--- config.mk ---
export PLATFORM = sky130hd
export DESIGN_NAME = core_bus_arbiter_flat
export DESIGN_NICKNAME = d
export VERILOG_FILES = /design/src/rtl/core_bus_arbiter_if.sv /design/src/rtl/core_bus_arbiter.sv /design/src/flat_wrapper.sv
export SDC_FILE = /design/constraint.sdc
export NUM_CORES = 1
export LEC_CHECK = 0
export CAP_MARGIN = 10
export CORE_ASPECT_RATIO = 0.9
export CORE_MARGIN = 2
export CORE_UTILIZATION = 25
export DETAILED_ROUTE_END_ITERATION = 8
export REMOVE_ABC_BUFFERS = 1
export SLEW_MARGIN = 5
export SYNTH_ARGS = -nofsm -noshare
export SYNTH_HDL_FRONTEND = slang
export SYNTH_SLANG_ARGS = --single-unit
export TNS_END_PERCENT = 10
--- constraint.sdc ---
create_clock -name clk -period 14.67 [get_ports clk]
set_clock_uncertainty 0.1 [all_clocks]
set_input_delay 1.467 -clock clk [delete_from_list [all_inputs] [get_ports clk]]
set_output_delay 1.467 -clock clk [all_outputs]
set_load 0.03 [all_outputs]
--- src/rtl/core_bus_arbiter_if.sv ---
// rtl/core_bus_arbiter_if.sv - core ifetch/data ports and external bus of the bus arbiter
// slave is the arbiter's view; master is the core-plus-memory side driving it.
interface core_bus_arbiter_if;
    logic        if_req;
    logic [31:0] if_addr;
    logic        if_gnt;
    logic        if_rvalid;
    logic [31:0] if_rdata;
    logic        d_req;
    logic        d_we;
    logic [3:0]  d_be;
    logic [31:0] d_addr;
    logic [31:0] d_wdata;
    logic        d_gnt;
    logic        d_rvalid;
    logic [31:0] d_rdata;
    logic        bus_req;
    logic        bus_we;
    logic [3:0]  bus_be;
    logic [31:0] bus_addr;
    logic [31:0] bus_wdata;
    logic        bus_gnt;
    logic        bus_rvalid;
    logic [31:0] bus_rdata;
    logic        err_timeout;

    modport slave (
        input  if_req, if_addr, d_req, d_we, d_be, d_addr, d_wdata,
               bus_gnt, bus_rvalid, bus_rdata,
        output if_gnt, if_rvalid, if_rdata, d_gnt, d_rvalid, d_rdata,
               bus_req, bus_we, bus_be, bus_addr, bus_wdata, err_timeout
    );

    modport master (
        output if_req, if_addr, d_req, d_we, d_be, d_addr, d_wdata,
               bus_gnt, bus_rvalid, bus_rdata,
        input  if_gnt, if_rvalid, if_rdata, d_gnt, d_rvalid, d_rdata,
               bus_req, bus_we, bus_be, bus_addr, bus_wdata, err_timeout
    );
endinterface

--- src/rtl/core_bus_arbiter.sv ---
// rtl/core_bus_arbiter.sv - merges ifetch and data ports onto one external bus
// One transaction in flight, data priority with ifetch starvation guard, response timeout.
module core_bus_arbiter #(
    parameter int unsigned STARVE_LIMIT = 4,
    parameter int unsigned TIMEOUT      = 255
) (
    input  logic              clk,
    input  logic              rst,
    core_bus_arbiter_if.slave bus_if
);
    localparam int unsigned   SW         = $clog2(STARVE_LIMIT + 1);
    localparam logic [SW-1:0] STARVE_MAX = SW'(STARVE_LIMIT);
    localparam logic [7:0]    TMO_LAST   = 8'(TIMEOUT - 1);

    typedef enum logic [1:0] {S_IDLE, S_REQ, S_WAIT} state_e;

    state_e        state_q, state_d;
    logic          owner_if_q, owner_if_d;
    logic [SW-1:0] starve_q, starve_d;
    logic [7:0]    tmo_q, tmo_d;
    logic          we_q, we_d;
    logic [3:0]    be_q, be_d;
    logic [31:0]   addr_q, addr_d;
    logic [31:0]   wdata_q, wdata_d;
    logic          if_rvalid_q, if_rvalid_d;
    logic          d_rvalid_q, d_rvalid_d;
    logic          err_q, err_d;
    logic [31:0]   if_rdata_q, if_rdata_d;
    logic [31:0]   d_rdata_q, d_rdata_d;
    logic          if_gnt, d_gnt, pick_if;
    logic [31:0]   rsp_data;

    always_comb begin
        state_d     = state_q;
        owner_if_d  = owner_if_q;
        starve_d    = starve_q;
        tmo_d       = tmo_q;
        we_d        = we_q;
        be_d        = be_q;
        addr_d      = addr_q;
        wdata_d     = wdata_q;
        if_rvalid_d = 1'b0;
        d_rvalid_d  = 1'b0;
        err_d       = 1'b0;
        if_rdata_d  = if_rdata_q;
        d_rdata_d   = d_rdata_q;
        if_gnt      = 1'b0;
        d_gnt       = 1'b0;
        rsp_data    = 32'd0;
        pick_if     = bus_if.if_req && (!bus_if.d_req || starve_q == STARVE_MAX);

        case (state_q)
            S_IDLE: begin
                if (pick_if) begin
                    if_gnt     = 1'b1;
                    owner_if_d = 1'b1;
                    we_d       = 1'b0;
                    be_d       = 4'hF;
                    addr_d     = bus_if.if_addr;
                    wdata_d    = 32'd0;
                    starve_d   = '0;
                    state_d    = S_REQ;
                end else if (bus_if.d_req) begin
                    d_gnt      = 1'b1;
                    owner_if_d = 1'b0;
                    we_d       = bus_if.d_we;
                    be_d       = bus_if.d_be;
                    addr_d     = bus_if.d_addr;
                    wdata_d    = bus_if.d_wdata;
                    if (bus_if.if_req && starve_q != STARVE_MAX) starve_d = starve_q + 1'b1;
                    state_d    = S_REQ;
                end
            end
            S_REQ: begin
                if (bus_if.bus_gnt) begin
                    tmo_d   = 8'd0;
                    state_d = S_WAIT;
                end
            end
            S_WAIT: begin
                // A real response and a timeout abort both complete the owner's transaction.
                if (bus_if.bus_rvalid || tmo_q == TMO_LAST) begin
                    rsp_data = (bus_if.bus_rvalid && !we_q) ? bus_if.bus_rdata : 32'd0;
                    err_d    = !bus_if.bus_rvalid;
                    if (owner_if_q) begin
                        if_rvalid_d = 1'b1;
                        if_rdata_d  = rsp_data;
                    end else begin
                        d_rvalid_d = 1'b1;
                        d_rdata_d  = rsp_data;
                    end
                    state_d = S_IDLE;
                end else begin
                    tmo_d = tmo_q + 8'd1;
                end
            end
            default: state_d = S_IDLE;
        endcase
    end

    always_ff @(posedge clk or posedge rst) begin
        if (rst) begin
            state_q     <= S_IDLE;
            owner_if_q  <= 1'b0;
            starve_q    <= '0;
            tmo_q       <= 8'd0;
            we_q        <= 1'b0;
            be_q        <= 4'h0;
            addr_q      <= 32'd0;
            wdata_q     <= 32'd0;
            if_rvalid_q <= 1'b0;
            d_rvalid_q  <= 1'b0;
            err_q       <= 1'b0;
            if_rdata_q  <= 32'd0;
            d_rdata_q   <= 32'd0;
        end else begin
            state_q     <= state_d;
            owner_if_q  <= owner_if_d;
            starve_q    <= starve_d;
            tmo_q       <= tmo_d;
            we_q        <= we_d;
            be_q        <= be_d;
            addr_q      <= addr_d;
            wdata_q     <= wdata_d;
            if_rvalid_q <= if_rvalid_d;
            d_rvalid_q  <= d_rvalid_d;
            err_q       <= err_d;
            if_rdata_q  <= if_rdata_d;
            d_rdata_q   <= d_rdata_d;
        end
    end

    // Grants are combinational from IDLE, so mask them while reset is held.
    assign bus_if.if_gnt      = if_gnt & ~rst;
    assign bus_if.d_gnt       = d_gnt & ~rst;
    assign bus_if.if_rvalid   = if_rvalid_q;
    assign bus_if.if_rdata    = if_rdata_q;
    assign bus_if.d_rvalid    = d_rvalid_q;
    assign bus_if.d_rdata     = d_rdata_q;
    assign bus_if.bus_req     = (state_q == S_REQ);
    assign bus_if.bus_we      = we_q;
    assign bus_if.bus_be      = be_q;
    assign bus_if.bus_addr    = addr_q;
    assign bus_if.bus_wdata   = wdata_q;
    assign bus_if.err_timeout = err_q;
endmodule

--- src/flat_wrapper.sv ---
// flat-port wrapper written by rule: the top's interface ports become plain ports
module core_bus_arbiter_flat 
#(
    parameter int unsigned STARVE_LIMIT = 4,
    parameter int unsigned TIMEOUT      = 255
)
  (clk, rst, bus_if_if_req, bus_if_if_addr, bus_if_d_req, bus_if_d_we, bus_if_d_be, bus_if_d_addr, bus_if_d_wdata, bus_if_bus_gnt, bus_if_bus_rvalid, bus_if_bus_rdata, bus_if_if_gnt, bus_if_if_rvalid, bus_if_if_rdata, bus_if_d_gnt, bus_if_d_rvalid, bus_if_d_rdata, bus_if_bus_req, bus_if_bus_we, bus_if_bus_be, bus_if_bus_addr, bus_if_bus_wdata, bus_if_err_timeout);
  core_bus_arbiter_if bus_if_i ();
  input  logic clk;
  input  logic rst;
  input wire logic [$bits(bus_if_i.if_req)-1:0] bus_if_if_req;
  input wire logic [$bits(bus_if_i.if_addr)-1:0] bus_if_if_addr;
  input wire logic [$bits(bus_if_i.d_req)-1:0] bus_if_d_req;
  input wire logic [$bits(bus_if_i.d_we)-1:0] bus_if_d_we;
  input wire logic [$bits(bus_if_i.d_be)-1:0] bus_if_d_be;
  input wire logic [$bits(bus_if_i.d_addr)-1:0] bus_if_d_addr;
  input wire logic [$bits(bus_if_i.d_wdata)-1:0] bus_if_d_wdata;
  input wire logic [$bits(bus_if_i.bus_gnt)-1:0] bus_if_bus_gnt;
  input wire logic [$bits(bus_if_i.bus_rvalid)-1:0] bus_if_bus_rvalid;
  input wire logic [$bits(bus_if_i.bus_rdata)-1:0] bus_if_bus_rdata;
  output wire logic [$bits(bus_if_i.if_gnt)-1:0] bus_if_if_gnt;
  output wire logic [$bits(bus_if_i.if_rvalid)-1:0] bus_if_if_rvalid;
  output wire logic [$bits(bus_if_i.if_rdata)-1:0] bus_if_if_rdata;
  output wire logic [$bits(bus_if_i.d_gnt)-1:0] bus_if_d_gnt;
  output wire logic [$bits(bus_if_i.d_rvalid)-1:0] bus_if_d_rvalid;
  output wire logic [$bits(bus_if_i.d_rdata)-1:0] bus_if_d_rdata;
  output wire logic [$bits(bus_if_i.bus_req)-1:0] bus_if_bus_req;
  output wire logic [$bits(bus_if_i.bus_we)-1:0] bus_if_bus_we;
  output wire logic [$bits(bus_if_i.bus_be)-1:0] bus_if_bus_be;
  output wire logic [$bits(bus_if_i.bus_addr)-1:0] bus_if_bus_addr;
  output wire logic [$bits(bus_if_i.bus_wdata)-1:0] bus_if_bus_wdata;
  output wire logic [$bits(bus_if_i.err_timeout)-1:0] bus_if_err_timeout;
  assign bus_if_i.if_req = bus_if_if_req;
  assign bus_if_i.if_addr = bus_if_if_addr;
  assign bus_if_i.d_req = bus_if_d_req;
  assign bus_if_i.d_we = bus_if_d_we;
  assign bus_if_i.d_be = bus_if_d_be;
  assign bus_if_i.d_addr = bus_if_d_addr;
  assign bus_if_i.d_wdata = bus_if_d_wdata;
  assign bus_if_i.bus_gnt = bus_if_bus_gnt;
  assign bus_if_i.bus_rvalid = bus_if_bus_rvalid;
  assign bus_if_i.bus_rdata = bus_if_bus_rdata;
  assign bus_if_if_gnt = bus_if_i.if_gnt;
  assign bus_if_if_rvalid = bus_if_i.if_rvalid;
  assign bus_if_if_rdata = bus_if_i.if_rdata;
  assign bus_if_d_gnt = bus_if_i.d_gnt;
  assign bus_if_d_rvalid = bus_if_i.d_rvalid;
  assign bus_if_d_rdata = bus_if_i.d_rdata;
  assign bus_if_bus_req = bus_if_i.bus_req;
  assign bus_if_bus_we = bus_if_i.bus_we;
  assign bus_if_bus_be = bus_if_i.bus_be;
  assign bus_if_bus_addr = bus_if_i.bus_addr;
  assign bus_if_bus_wdata = bus_if_i.bus_wdata;
  assign bus_if_err_timeout = bus_if_i.err_timeout;
  core_bus_arbiter #(.STARVE_LIMIT(STARVE_LIMIT), .TIMEOUT(TIMEOUT)) u_core (.clk(clk), .rst(rst), .bus_if(bus_if_i));
endmodule
Word level (Yosys, flattened, before mapping)
Cells that the tools add are included.
{"block": "totals", "out_inout_bits": 139, "register_bits": 150, "in_bits": 139}
{"block": "op_classes", "bitwise": 4, "n_addsub": 2, "n_mux": 35, "n_reduce_logical": 18, "eq_ne": 9}
{"operator": "32-bit 2-to-1 mux", "count": 5}
{"operator": "1-bit 2-to-1 mux", "count": 17}
{"operator": "8-bit 2-to-1 mux", "count": 2}
{"operator": "8-bit one-hot mux with 2 select lines", "count": 1}
{"operator": "3-bit AND reduction", "count": 5}
{"operator": "3-bit 2-to-1 mux", "count": 3}
{"operator": "8-bit by 1-bit adder with 8-bit output, second input constant", "count": 1}
{"operator": "8-bit == test, second input constant", "count": 1}
{"operator": "2-bit 2-to-1 mux", "count": 4}
{"operator": "4-bit 2-to-1 mux", "count": 2}
{"operator": "2-bit one-hot mux with 3 select lines", "count": 1}
{"operator": "2-bit nonzero test", "count": 3}
{"operator": "2-bit inequality test, second input constant", "count": 2}
{"operator": "3-bit by 1-bit adder with 3-bit output, second input constant", "count": 1}
{"operator": "3-bit == test, second input constant", "count": 1}
{"operator": "1-bit logical AND", "count": 3}
{"operator": "1-bit logical NOT", "count": 3}
{"operator": "3-bit by 2-bit inequality test with 1-bit output, second input constant", "count": 1}
{"operator": "3-bit inequality test, second input constant", "count": 1}
{"operator": "1-bit AND", "count": 2}
{"operator": "2-bit by 1-bit == test with 1-bit output, second input constant", "count": 1}
{"operator": "2-bit == test, second input constant", "count": 1}
{"operator": "2-bit logical NOT", "count": 1}
{"operator": "1-bit logical OR", "count": 2}
{"operator": "3 further kinds", "count": 4}

Depth between registers and ports, before layout
{"block": "logic_depth", "ltp_word": 6, "ltp_mapped": 8}

Worst setup path after synthesis
Ideal clock, no wire load.
{"block": "synth_timing", "path_type": "input-to-output", "from": "input rst", "to": "output bus_if_d_gnt", "path_slack_ps": 7745, "n_path_buf": 0, "path_stages": 2, "t_arrival_ps": 5358, "t_required_ps": 13103, "path_cell_list": "inv_1 and4_1"}
{"block": "synth_between", "elab_chain_cells": 2}
{"element": "start, declared", "line": "flat_wrapper.sv:10", "source": "input logic rst;"}
{"element": "1-bit NOT", "line": "core_bus_arbiter.sv:135", "source": "assign bus_if.d_gnt = d_gnt & ~rst;"}
{"element": "1-bit AND", "line": "core_bus_arbiter.sv:135"}
{"element": "end, declared", "line": "flat_wrapper.sv:24", "source": "output wire logic [$bits(bus_if_i.d_gnt)-1:0] bus_if_d_gnt;"}
Every way passes these cells.

Worst setup path after layout
{"block": "layout_timing", "from": "input bus_if_d_req", "to": "output bus_if_d_gnt"}
{"block": "layout_between", "elab_chain_cells": 6}
{"element": "start, declared", "line": "flat_wrapper.sv:13", "source": "input wire logic [$bits(bus_if_i.d_req)-1:0] bus_if_d_req;"}
{"element": "1-bit logical NOT", "line": "core_bus_arbiter.sv:50", "source": "pick_if = bus_if.if_req && (!bus_if.d_req || starve_q == STARVE_MAX);"}
{"element": "1-bit logical OR", "line": "core_bus_arbiter.sv:50"}
{"element": "1-bit logical AND", "line": "core_bus_arbiter.sv:50"}
{"element": "1-bit 2-to-1 mux *", "line": "core_bus_arbiter.sv:54", "source": "if (pick_if) begin"}
{"element": "1-bit 2-to-1 mux *", "line": "core_bus_arbiter.sv:52", "source": "case (state_q)"}
{"element": "1-bit AND *", "line": "core_bus_arbiter.sv:135"}
Every way passes the cells marked *; elsewhere a longest branch is shown, timed or not.

==> summary.md <==
| Metric | Value |
|---|---|
| Status | finished clean |
| HPWL reported at the end of detailed placement | 12300 um |
| CTS Buf Count | 17 |
| Min Tclk post-route | between 5 and 6 ns |
| Adder-cell share of the synthesized area | 0.814% |
| Max VDD drop | 0.0804 mV |
| Cell count after synthesis | between 500 and 600 |
| Final hold vios | 0 |
| Die Y | between 150 and 200 um |
| Max Buffers Root-to-Sink | 2 |
| Placed cell count | 1091 |
| TritonCTS Sinks | 150 |
| Top-area cell type share of the netlist area | 61.1% |
| Worst EP arrival | 3.91 ns |
| Largest net degree at the start of global routing | 109 |
| All-Layer GR Usage | 14.2% |
| Post-CTS sizing | 0 |
| Sequential share of the synthesized area | slightly above 60% |
| H-tree depth | 4 |
| Worst rel slew slack | around two fifths |
| Num ports | 278 |
| WP data required | approximately 13 ns |
| Pre-antenna DRT Iters | 4 |
| Initial antenna violation count | 0 |
| Synth-to-Final Area Change | 59.5% |
| Worst-path clk slew | 0.06 ns |
| DRC viols | 0 |
| Core Area | 24200 um^2 |
| Dominant synthesized flop cell | dfrtp_1 |
| Finished Cell Area | a little under 10000 um^2 |
| DRT iter0 DRCs | 322 |
| Cts-stage hold buffer count | 0 |
| Final WL | between 15000 and 20000 um |
| Post-DP Area | 9190 um^2 |
| Average wire per standard cell | 16.2 um |
| Largest stage delay, worst path | ~0.66 ns |
| Cell area after synthesis | ~6100 um^2 |
| Main combinational cell family by area after synthesis | compound AO/OA/AOI/OAI gates |
| Mux share of post-synthesis cell area | 5.40% |
| Die area | 25900 um^2 |
| Final count of negative-setup-slack endpoints | 0 |
| Fillers | 2409 |
| XOR/XNOR Fraction of Synth Area | 0% |
| Yosys top cell by area | dfrtp_1 |
| EDFF count, synth | 0 |
| Fin cells | approximately 1100 |
| Netlist cell types | 40 |
| Port buffer count | roughly 280 |
| First-pass GRT wire length | 29000 um |
| Die width | ~170 um |
| Starting Density | roughly a quarter |
| Layout cells sized above 1 | 6.50% |
| Crit. End Element | output port |
| Site row count | 54 |
| Vias in the first global route | 5301 |
| Kind of start point of the critical path | primary input |
| Max Cap Viol | 0 |
| Multi-input gate area | 2190 um^2 |
| Pleak | 0.00429 uW |
| Post-CTS Repair Setup Buffers | 0 |
| CP max-delay cell | clkdlybuf4s50_1 |
| RSZ-0062 raised after global routing | false |
| Final slew viol count | 0 |
| Clk Latency, worst-skew pair | 0.41 ns |
| Critical path type | in -> out |
| DR vias | 5156 |
| Final setup TNS | 0 ns |
| Synth area leaders | dfrtp_1, a32o_1, nand2_1 |
| FF+latch count, synth | 150 |
| Fin util | about 41% |
| Final global-route overflow total | 0 |
| Worst-path fanout max | 66 |
| Slew @ Worst Pin | 0.928 ns |
| Synth warn | 0 |
| Fmax | about 0.18 GHz |
| Area occupied by registers | 3750 um^2 |
| CTS root buffer | clkbuf_16 |
| Mean Syn Cell Area | between 10 and 15 um^2 |
| CP dominant cell by count | clkdlybuf4s50_1 |
| Fin crit share | ~37% |
| CTS tree | done |
| # nets final | 945 |
| Antenna-violating nets left | 0 |
| Complex-gate fraction of the synthesized area | 18.7% |
| Pwr Density | approximately 220 nW/um^2 |
| Hold crit path type | reg -> reg |
| Synth Area in Simple Gates | 10.2% |
| DR vias/cell | 4.59 |
| Crit-path cells | clkdlybuf4s50_1 > a21bo_2 > nand2_4 > and4_1 > clkdlybuf4s50_1 |
| Diode count | 0 |
| Async S/R FF share, synth | between 90% and 100% |
| GPL Wtd Cong | 0.726 |
==> sequential cells by signal, summed over array words and instances (netlist names) <==
register	flops
u_core.bus_if.bus_addr	32
u_core.bus_if.bus_wdata	32
u_core.bus_if.d_rdata	32
u_core.bus_if.if_rdata	32
u_core.tmo_q	8
u_core.bus_if.bus_be	4
u_core.starve_q	3
u_core.state_q	2
u_core.bus_if.bus_we	1
u_core.bus_if.d_rvalid	1
u_core.bus_if.err_timeout	1
u_core.bus_if.if_rvalid	1
u_core.owner_if_q	1
==> cells in the final DEF (no fill, tap or decap), types with 2 or more instances in the layout <==
cell type | netlist | routed
clkbuf_8 | 0 | 3
buf_4 | 2 | 7
and2_1 | 4 | 4
mux2i_1 | 32 | 32
o21ai_1 | 20 | 18
o21ai_2 | 2 | 3
bufinv_16 | 0 | 2
o21ai_0 | 58 | 58
clkinv_4 | 0 | 3
a32o_1 | 64 | 64
a21oi_1 | 3 | 3
clkbuf_16 | 0 | 17
nand3_1 | 5 | 5
nor3_1 | 2 | 2
or2_2 | 2 | 2
a221o_1 | 2 | 2
clkdlybuf4s50_1 | 0 | 277
inv_1 | 7 | 6
inv_6 | 0 | 4
nor2_1 | 11 | 10
a21o_1 | 2 | 2
dfrtp_1 | 150 | 150
nor4_1 | 2 | 2
nand2_1 | 110 | 109
nor2b_1 | 3 | 2
clkinvlp_4 | 0 | 2
ha_1 | 4 | 4
==> layer usage <==
metal	global-route usage (%)	part of all wire [%]	vias to the layer above	wire (um)
li1	-	-	2474	-
met1	17.2	43	2454	7740
met2	22.5	46	218	8340
met3	7.04	11	10	1940
met4	3.30	0.99	0	181
met5	0	0	-	0
==> power by group <==
group	switching, uW	internal (uW)	leakage (uW)
sequential	97.5	587	0.00192
clock	183	268	0.000293
combinational	610	429	0.00207
==> cell families after synthesis <==
family	Yosys count
AO/OA/AOI/OAI	157
multiplexers	33
AND/OR/NAND/NOR	147
adder cells (fa/ha/maj)	4
flip-flops	150
buffers and inverters	51
==> metrics by stage <==
| step | hold WS (ns) | total power (uW) | setup slack, ns |
|---|---|---|---|
| floorplan | 0.351 | 1270 | 7.75 |
| global placement | 0.360 | 1730 | 9.15 |
| detailed placement | 0.369 | 1740 | 9.14 |
| CTS | 0.383 | 2210 | 9.14 |
| global route | 0.401 | 2310 | 9.06 |
| finish | 0.377 | 2170 | 9.19 |
==> critical path: cells and delay by family <==
family,cells,cell delay [ns]
AOI/OAI and AO/OA,1,0.28
buffers and inverters,2,1.21
and+or+nand+nor,2,0.93
==> cells in the mapped netlist, types with 2 or more instances <==
library cell,number
buf_2,21
nand2_1,110
a32o_1,64
a21o_1,2
a21oi_1,3
mux2i_1,32
nand3_1,5
o21ai_0,58
o21ai_1,20
inv_1,7
nor2b_1,3
ha_1,4
o21ai_2,2
dfrtp_1,150
clkbuf_1,18
nor2_1,11
nor3_1,2
and2_1,4
buf_4,2
nor4_1,2
a221o_1,2
or2_2,2
==> final timing paths <==
| kind | startpoint | end | depth (start not counted) | slack (ns) |
|---|---|---|---|---|
| max | bus_if_d_req | bus_if_d_gnt | 5 | 9.19 |
| min | u_core.bus_if.bus_wdata[27]$_DFFE_PP0P_ | u_core.bus_if.bus_wdata[27]$_DFFE_PP0P_ | 2 | 0.38 |
| max reg2reg | u_core.state_q[0]$_DFFE_PP0P_ | u_core.bus_if.bus_wdata[19]$_DFFE_PP0P_ | 4 | 12.41 |
| min reg2reg | u_core.bus_if.bus_wdata[27]$_DFFE_PP0P_ | u_core.bus_if.bus_wdata[27]$_DFFE_PP0P_ | 2 | 0.38 |
| max in group asynchronous | rst | u_core.bus_if.bus_wdata[18]$_DFFE_PP0P_ | 3 | 11.55 |
| min in group asynchronous | rst | u_core.bus_if.bus_wdata[3]$_DFFE_PP0P_ | 2 | 1.49 |
==> cell type report <==
class | count | share of cell area [%]
Tap cell | 308 | 3.93
Sequential cell | 150 | 38.3
Clock buffer | 21 | 4.80
Clock inverter | 11 | 1.42
Timing Repair Buffer | 284 | 28.8
Multi-Input combinational cell | 341 | 22.4
Inverter | 8 | 0.358
(Power assumes the default switching activity.)
